===== config.mk =====
export PLATFORM = sky130hd
export DESIGN_NAME = mem_req_ctrl
export DESIGN_NICKNAME = d
export VERILOG_FILES = /design/src/rtl/mem_pkg.sv /design/src/rtl/mem_lane_align.sv /design/src/rtl/mem_req_ctrl.sv
export SDC_FILE = /design/constraint.sdc
export NUM_CORES = 1
export LEC_CHECK = 0
export ABC_AREA = 1
export CAP_MARGIN = 20
export CELL_PAD_IN_SITES_DETAIL_PLACEMENT = 1
export CELL_PAD_IN_SITES_GLOBAL_PLACEMENT = 2
export CORE_MARGIN = 3
export CORE_UTILIZATION = 25
export CTS_BUF_LIST = sky130_fd_sc_hd__clkbuf_8
export DETAILED_ROUTE_END_ITERATION = 10
export PLACE_DENSITY = 0.82
export SLEW_MARGIN = 20
export SYNTH_ARGS = -nofsm -noshare
export SYNTH_HDL_FRONTEND = slang
export SYNTH_SLANG_ARGS = --single-unit

===== constraint.sdc =====
create_clock -name clk_i -period 2.36 [get_ports clk_i]
set_clock_uncertainty 0.05 [all_clocks]
set_input_delay 0.354 -clock clk_i [delete_from_list [all_inputs] [get_ports clk_i]]
set_output_delay 0.354 -clock clk_i [all_outputs]
set_load 0.03 [all_outputs]

===== src/rtl/mem_pkg.sv =====
// Shared types for the core-to-RAM load/store controller.
// Size encodings, FSM states, latched request bundle and alignment check.
package mem_pkg;

    localparam logic [1:0] SZ_BYTE = 2'b00;
    localparam logic [1:0] SZ_HALF = 2'b01;
    localparam logic [1:0] SZ_WORD = 2'b10;

    typedef enum logic [1:0] {
        IDLE,
        ACCESS,
        WAIT,
        RESP
    } state_e;

    typedef struct packed {
        logic       wen;
        logic [1:0] size;
        logic       sext;
        logic [1:0] off;
    } req_t;

    // Misaligned half/word or the reserved size code.
    function automatic logic req_bad(
        input logic [1:0] size,
        input logic [1:0] off
    );
        logic bad;
        case (size)
            SZ_BYTE: bad = 1'b0;
            SZ_HALF: bad = off[0];
            SZ_WORD: bad = (off != 2'b00);
            default: bad = 1'b1;
        endcase
        return bad;
    endfunction

endpackage


===== src/rtl/mem_lane_align.sv =====
// Byte-lane steering between a right-justified core view and a word RAM.
// Pure combinational: write mask, replicated store data, extended load data.
module mem_lane_align
    import mem_pkg::*;
#(
    parameter int WIDTH = 32
) (
    input  logic [1:0]         off,
    input  logic [1:0]         size,
    input  logic               wen,
    input  logic               sext,
    input  logic [WIDTH-1:0]   wdata,
    input  logic [WIDTH-1:0]   rdata_raw,
    output logic [WIDTH/8-1:0] wmask,
    output logic [WIDTH-1:0]   wdata_rep,
    output logic [WIDTH-1:0]   rdata
);

    logic [WIDTH-1:0] sh;

    always_comb begin
        wmask     = '0;
        wdata_rep = wdata;
        rdata     = '0;
        sh        = rdata_raw >> {off, 3'b000};
        case (size)
            SZ_BYTE: begin
                wmask     = 4'b0001 << off;
                wdata_rep = {4{wdata[7:0]}};
                rdata     = {{24{sext & sh[7]}}, sh[7:0]};
            end
            SZ_HALF: begin
                wmask     = 4'b0011 << {off[1], 1'b0};
                wdata_rep = {2{wdata[15:0]}};
                rdata     = {{16{sext & sh[15]}}, sh[15:0]};
            end
            SZ_WORD: begin
                wmask = 4'b1111;
                rdata = sh;
            end
            default: ;
        endcase
        if (!wen) wmask = '0;
    end

endmodule


===== src/rtl/mem_req_ctrl.sv =====
// Single-outstanding load/store initiator for the 1-cycle-read SP RAM.
// Request latch, access FSM and registered RAM / response outputs.
module mem_req_ctrl
    import mem_pkg::*;
#(
    parameter int WIDTH = 32
) (
    input  logic               clk_i,
    input  logic               rst_n_i,
    input  logic               req_valid_i,
    output logic               req_ready_o,
    input  logic [WIDTH-1:0]   req_addr_i,
    input  logic               req_wen_i,
    input  logic [1:0]         req_size_i,
    input  logic               req_sext_i,
    input  logic [WIDTH-1:0]   req_wdata_i,
    output logic               rsp_valid_o,
    input  logic               rsp_ready_i,
    output logic [WIDTH-1:0]   rsp_rdata_o,
    output logic               rsp_err_o,
    output logic               mem_ena_o,
    output logic               mem_wen_o,
    output logic [WIDTH-1:0]   mem_addr_o,
    output logic [WIDTH/8-1:0] mem_wmask_o,
    output logic [WIDTH-1:0]   mem_data_o,
    input  logic [WIDTH-1:0]   mem_data_i
);

    state_e state_q, state_d;
    req_t   req_q, req_in, la_req;

    logic               acc;
    logic               bad;
    logic [WIDTH/8-1:0] la_wmask;
    logic [WIDTH-1:0]   la_wdata;
    logic [WIDTH-1:0]   la_rdata;

    assign req_ready_o = rst_n_i && (state_q == IDLE);
    assign acc         = req_valid_i && req_ready_o;
    assign bad         = req_bad(req_size_i, req_addr_i[1:0]);

    assign req_in = '{
        wen:  req_wen_i,
        size: req_size_i,
        sext: req_sext_i,
        off:  req_addr_i[1:0]
    };

    // Live inputs at acceptance, the latched copy afterwards.
    assign la_req = (state_q == IDLE) ? req_in : req_q;

    mem_lane_align #(
        .WIDTH (WIDTH)
    ) u_align (
        .off       (la_req.off),
        .size      (la_req.size),
        .wen       (la_req.wen),
        .sext      (la_req.sext),
        .wdata     (req_wdata_i),
        .rdata_raw (mem_data_i),
        .wmask     (la_wmask),
        .wdata_rep (la_wdata),
        .rdata     (la_rdata)
    );

    always_comb begin
        state_d = state_q;
        unique case (state_q)
            IDLE: begin
                if (acc) state_d = bad ? RESP : ACCESS;
            end
            ACCESS: state_d = req_q.wen ? RESP : WAIT;
            WAIT:   state_d = RESP;
            RESP: begin
                if (rsp_valid_o && rsp_ready_i) state_d = IDLE;
            end
            default: state_d = IDLE;
        endcase
    end

    always_ff @(posedge clk_i or negedge rst_n_i) begin
        if (!rst_n_i) state_q <= IDLE;
        else          state_q <= state_d;
    end

    always_ff @(posedge clk_i or negedge rst_n_i) begin
        if (!rst_n_i) begin
            req_q       <= '0;
            mem_ena_o   <= 1'b0;
            mem_wen_o   <= 1'b0;
            mem_addr_o  <= '0;
            mem_wmask_o <= '0;
            mem_data_o  <= '0;
            rsp_valid_o <= 1'b0;
            rsp_err_o   <= 1'b0;
            rsp_rdata_o <= '0;
        end else begin
            mem_ena_o <= (state_d == ACCESS);
            mem_wen_o <= (state_d == ACCESS) && req_wen_i;
            if (acc) begin
                req_q       <= req_in;
                rsp_err_o   <= bad;
                rsp_rdata_o <= '0;
                if (!bad) begin
                    mem_addr_o  <= {req_addr_i[WIDTH-1:2], 2'b00};
                    mem_wmask_o <= la_wmask;
                    mem_data_o  <= la_wdata;
                end
            end
            if (state_q == WAIT) rsp_rdata_o <= la_rdata;
            // Valid follows entry into RESP by one edge.
            if (state_q == RESP && !rsp_valid_o)
                rsp_valid_o <= 1'b1;
            else if (rsp_valid_o && rsp_ready_i)
                rsp_valid_o <= 1'b0;
        end
    end

endmodule


Yosys cells after proc, flatten, opt, wreduce, memory -nomap -nowiden:

Index checks and enable logic that the tools add are counted.

* bits in registers: 110
* word-level logic and storage cells: 55
* output and inout bits: 105

* reductions and logical operators: 13
* shift-type cells: 3
* bitwise gates (word level): 3
* equality and inequality tests: 8
* mux-type cells: 15

Operators by type and width (count)
* 32-bit one-hot mux with 3 select lines: 1
* 32-bit 2-to-1 mux: 2
* 32-bit one-hot mux with 2 select lines: 1
* 32-bit by 5-bit right shift with 32-bit output: 1
* 4-bit one-hot mux with 3 select lines: 1
* 2-bit by 1-bit == test with 1-bit output, second input constant: 4
* 2-bit == test, second input constant: 4
* 2-bit one-hot mux with 4 select lines: 1
* 2-bit zero test: 3
* 2-bit 2-to-1 mux: 3
* 6-bit 2-to-1 mux: 1
* 2-bit nonzero test: 3
* 1-bit logical AND: 5
* 4-bit 2-to-1 mux: 1
* 1-bit by 2-bit << shifter with 4-bit output, first input constant: 1
* 2-bit by 2-bit << shifter with 4-bit output, first input constant: 1
* 1-bit 2-to-1 mux: 3
* 1-bit one-hot mux with 3 select lines: 1
* 1-bit AND: 2
* 2-bit AND reduction: 1
* 1-bit zero test: 1
* 1-bit NOT: 1

Logic depth before layout (Yosys ltp):

Gate-level depths: netlist of the first run.

* word-level depth: 7
* mapped depth: 12

By module:

From an unflattened synthesis of the first run, not the netlist that was laid out.

* cells, all modules: 774
* area, all modules: 5864.4 µm²

By module, submodules not included
* mem_req_ctrl: times used 1, sequential area each 2752.6 µm², cells each 500, area each 4439.3 µm²
* mem_lane_align: times used 1, sequential area each 0.0 µm², cells each 274, area each 1425.1 µm²

Worst setup path after synthesis of the first run:

OpenSTA, ideal clock, no wires.

* path kind: register to register
* start: register state_q[0]
* end: register mem_addr_o[20]
* slack: 0.571 ns
* cell stages (with the launch flop): 11
* arrival time: 1.622 ns
* path buffers: 2
* required time: 2.193 ns
* cells stage by stage: dfrtp_1 > inv_2 > nand2_8 > nor2_4 > nand2_2 > inv_1 > nand2_2 > buf_4 > buf_4 > nand2_1 > nand2_1

* cells in the longest elaborated chain, start to end: 4

RTL lines
* from (decl): line mem_req_ctrl.sv:29 `state_e state_q, state_d;`
* from (signal assigned): line mem_req_ctrl.sv:83 `else state_q <= state_d;`
* 2-bit zero test: line mem_req_ctrl.sv:38 `assign req_ready_o = rst_n_i && (state_q == IDLE);`
* 1-bit logical AND: line mem_req_ctrl.sv:38
* via req_ready_o: line mem_req_ctrl.sv:11 `output logic req_ready_o,`
* 1-bit logical AND: line mem_req_ctrl.sv:39 `assign acc = req_valid_i && req_ready_o;`
* 2-bit AND reduction (no source line)
* to (signal assigned): line mem_req_ctrl.sv:105 `mem_addr_o <= {req_addr_i[WIDTH-1:2], 2'b00};`
* to (decl): line mem_req_ctrl.sv:23 `output logic [WIDTH-1:0] mem_addr_o,`

The timed path passes the listed nets, and every way through them passes these cells.
A chain may end at the register's enable or synchronous reset.

Final worst setup path of the first run:

* start: register state_q[0]
* end: register rsp_rdata_o[26]

* cells in the longest elaborated chain, start to end: 6
* elaborated cells between the ends (all ways): 14

RTL lines
* 2-bit zero test: line mem_req_ctrl.sv:38, mem_req_ctrl.sv:50
* 6-bit 2-to-1 mux: line mem_req_ctrl.sv:50 `assign la_req = (state_q == IDLE) ? req_in : req_q;`
* 32-bit by 5-bit right shift with 32-bit output: line mem_lane_align.sv:25 `sh = rdata_raw >> {off, 3'b000};`
* 1-bit AND (on tied branches): line mem_lane_align.sv:35, mem_lane_align.sv:30
* 32-bit one-hot mux with 3 select lines: line mem_lane_align.sv:26 `case (size)`
* 32-bit 2-to-1 mux: line mem_req_ctrl.sv:110 `if (state_q == WAIT) rsp_rdata_o <= la_rdata;`
* to (signal assigned): line mem_req_ctrl.sv:110
* to (decl): line mem_req_ctrl.sv:19 `output logic [WIDTH-1:0] rsp_rdata_o,`

Several ways; a longest one is shown, not always the timed one.

==> impl_table.tex, run 1 <==
\begin{tabular}{lr}
\hline
Metric & Value \\
\hline
\multicolumn{2}{l}{\textbf{Status}} \\
Run status & complete, but fails checks \\
Violated checks & hold timing \\
\multicolumn{2}{l}{\textbf{Clock tree}} \\
Number of hold buffers added after cts & 0 \\
Clock-pin slew on the worst setup and hold paths & 0.12 ns \\
Maximum buffer depth of the clock tree & 2 \\
H-Tree Level Count & 3 \\
Number of clock buffers inserted by TritonCTS & 9 \\
Root Driver & sky130\_fd\_sc\_hd\_\_clkbuf\_8 \\
CTS tree & done \\
Sink count of the clock tree & 110 \\
Clock network latency to the later pin of the worst-skew pair & 0.39 ns \\
\multicolumn{2}{l}{\textbf{Routing}} \\
Overall via count from detail\_route & 5232 \\
Ratio of routed vias to standard cells & 4.449 \\
Detail Route Antenna Nets & 0 \\
Initial DRC count & 197 \\
Routed WL & approximately 20000 um \\
Count of TritonRoute iterations in the first routing pass & 4 \\
Remaining routing DRC violations & 0 \\
Routed length per instance & approximately 17 um \\
\multicolumn{2}{l}{\textbf{Cells and area}} \\
Finished Cell Area & 8008 um\^{}2 \\
Top library cells by usage in the layout, fill and taps aside & sky130\_fd\_sc\_hd\_\_nand2\_1, sky130\_fd\_sc\_hd\_\_clkdlybuf4s50\_1, sky130\_fd\_sc\_hd\_\_dfrtp\_1, sky130\_fd\_sc\_hd\_\_nor2\_1, sky130\_fd\_sc\_hd\_\_o21ai\_0 \\
Number of nets in the finished design & 1000 \\
Total inserted antenna cells & 0 \\
Layout area overhead & 47.53\% \\
Most common cell after layout, fill and taps aside & sky130\_fd\_sc\_hd\_\_nand2\_1 \\
Final core utilization & 0.3785 \\
Layout cell share with drive strength beyond 1 & 0.08768 \\
\multicolumn{2}{l}{\textbf{Critical path}} \\
CP Capture Type & flop \\
Data arrival at the endpoint of the critical path & 2.37 ns \\
Worst Setup Path Type & reg2reg \\
Startpoint of the lowest-slack register-to-register path & state\_q[0] \\
Worst flop-to-flop path endpoint & rsp\_rdata\_o[26] \\
Required time of the worst setup path & roughly 2.6 ns \\
Startpoint class of the critical path & flop \\
Source of the critical timing path & state\_q[0] \\
Slack of the worst reg-to-reg path & 0.26 ns \\
Depth of the most critical reg-to-reg path & 9 \\
Max Fanout on Critical Path & 16 \\
\multicolumn{2}{l}{\textbf{Yosys}} \\
Post-synthesis cell area & 5428 um\^{}2 \\
Yosys synthesis warning count & 0 \\
Flip-flop and latch count after synthesis & 110 \\
Sequential element share of the synthesized area & 0.5071 \\
Average size of a mapped cell & 7.810 um\^{}2 \\
Synthesized netlist cell count & 695 \\
Netlist cell types & 27 \\
\multicolumn{2}{l}{\textbf{Global route}} \\
Initial antenna violation count & 0 \\
Vias in the first global route & roughly 5400 \\
Wire length of the first global-routing pass & 30660 um \\
Overall routing resource usage & 0.1634 \\
Maximum number of pins on one net before global-route repair & 111 \\
Residual overflow from global routing & 0 \\
\multicolumn{2}{l}{\textbf{Timing}} \\
Worst Hold Slack & -0.01513 ns \\
Final min period & 2.097 ns \\
Fin. Hold Viols & 10 \\
Number of pins exceeding their max-slew limit in the final report & 0 \\
RSZ-0062 raised after global routing & no \\
Fmax & roughly 480 MHz \\
Final number of setup-violating endpoints & 0 \\
Worst-Margin Slew & 0.6695 ns \\
Final cycle utilization of the critical path & 0.8884 \\
Max-slew headroom at the worst pin & 0.5537 \\
\multicolumn{2}{l}{\textbf{Place}} \\
Final GP Congestion & 0.7929 \\
Port Buf Inserts & 206 \\
Post-Place Cell Area & 7776 um\^{}2 \\
DPL Wire Length & $\sim$15000 um \\
\multicolumn{2}{l}{\textbf{Floorplan}} \\
Initial core utilization & 0.2566 \\
Floorplan row count & 53 \\
Height of the chip & around 150 um \\
Io pins & 209 \\
Full die area & 23510 um\^{}2 \\
Placeable core region & about 21000 um\^{}2 \\
Die width & 153.3 um \\
\multicolumn{2}{l}{\textbf{Pwr}} \\
Leakage dissipation & roughly 3.9 nW \\
Pwr dens & 1425 nW/um\^{}2 \\
Peak ir drop on the vdd network & about 500 uV \\
\multicolumn{2}{l}{\textbf{Job}} \\
Number of max-cap violations & 0 \\
\multicolumn{2}{l}{\textbf{Min path}} \\
Hold Crit Class & in2async \\
\hline
\end{tabular}
==> worst max-delay path, cell delays in order (launching register included) <==
cell and delay, ns:
sky130_fd_sc_hd__dfrtp_1 0.49, sky130_fd_sc_hd__nor2_4 0.25, sky130_fd_sc_hd__nand2_1 0.13, sky130_fd_sc_hd__nand2_4 0.18
sky130_fd_sc_hd__inv_2 0.14, sky130_fd_sc_hd__nor2_4 0.36, sky130_fd_sc_hd__nand3_1 0.19, sky130_fd_sc_hd__nand3_2 0.11
sky130_fd_sc_hd__nand2_1 0.06, sky130_fd_sc_hd__nand2_1 0.06
==> kinds of logic after synthesis <==
kind of cell | synth area share
AOI/OAI and AO/OA | 0.08160
buffers and inverters | 0.06063
DFF | 0.5071
other | 0.0006909
and+or+nand+nor | 0.3499
==> per-layer routing <==
layer | part of all wire | vias to the layer above | global-route usage
li1 | - | 2586 | -
met1 | 0.46 | 2481 | 0.2209
met2 | 0.45 | 143 | 0.2549
met3 | 0.061 | 22 | 0.04332
met4 | 0.023 | 0 | 0.05551
met5 | 0 | - | 0
==> synthesized netlist by cell type (all sizes together) <==
cell type / number / area, um^2
nor2: 61 / 261.5
inv: 34 / 127.6
dfrtp: 110 / 2753
or2: 5 / 31.28
conb: 1 / 3.750
clkbuf: 7 / 26.28
o21a: 2 / 15.01
o21ai: 38 / 190.2
nand3: 44 / 292.8
nor3: 7 / 35.03
a21oi: 27 / 135.1
a31oi: 15 / 93.84
o221ai: 1 / 8.760
nand2: 317 / 1279
buf: 26 / 175.2
==> layout make-up <==
type,count,area [um^2]
clock buffers,9,123.9
clock inverters,7,100.1
fillers,2544,13150
inverters,34,127.6
multi-input cells,519,2357
flip-flops and latches,110,2753
well taps,275,344.1
repair buffers,222,2202
==> stage by stage <==
step | total power [mW] | std cells | worst slack, ns | TNS [ns] | hold slack, ns
floorplan | 7.460 | 696 | 0.5710 | 0 | 0.008409
global placement | 10.14 | 1160 | 0.04603 | 0 | 0.4104
global route | 12.32 | 1176 | 0.06347 | 0 | 0.06547
CTS | 11.58 | 1176 | 0.1351 | 0 | 0.05340
detailed placement | 10.22 | 1160 | -0.03970 | -0.1293 | 0.4142
finish | 11.41 | 1176 | 0.2634 | 0 | -0.01513
==> how the worst max path moves through the flow <==
stage	slack (ns)	cells after the start	endpoint
floorplan	0.57	10	mem_addr_o[20]
global placement	0.05	10	rsp_rdata_o[19]
detailed placement	-0.04	10	rsp_rdata_o[20]
CTS	0.14	9	rsp_rdata_o[20]
global route	0.06	9	rsp_rdata_o[26]
finish	0.26	9	rsp_rdata_o[26]
==> sequential cells by signal, indices dropped and copies added, names as in the netlist <==
signal and cells:
mem_addr_o 30, mem_data_o 32, mem_ena_o 1, mem_wen_o 1, mem_wmask_o 4, req_q 6, rsp_err_o 1, rsp_rdata_o 32
rsp_valid_o 1, state_q 2
==> power breakdown <==
part	switching [mW]	internal, mW
sequential	0.499	2.70
clock	0.783	0.529
combinational	4.34	2.56
==> timing repair <==
item,CTS,global route
setup endpoints to repair,0,8
gates resized for setup,0,1
buffers inserted,0,0
(Power assumes the default switching activity.)
==> inputs of run 2 (changes only) <==
- CTS_CLUSTER_SIZE: unset -> 24
- GPL_ROUTABILITY_DRIVEN: unset -> 0
==> results of run 2 <==
No change in the layout: final DEF, timing and power equal those of run 1.
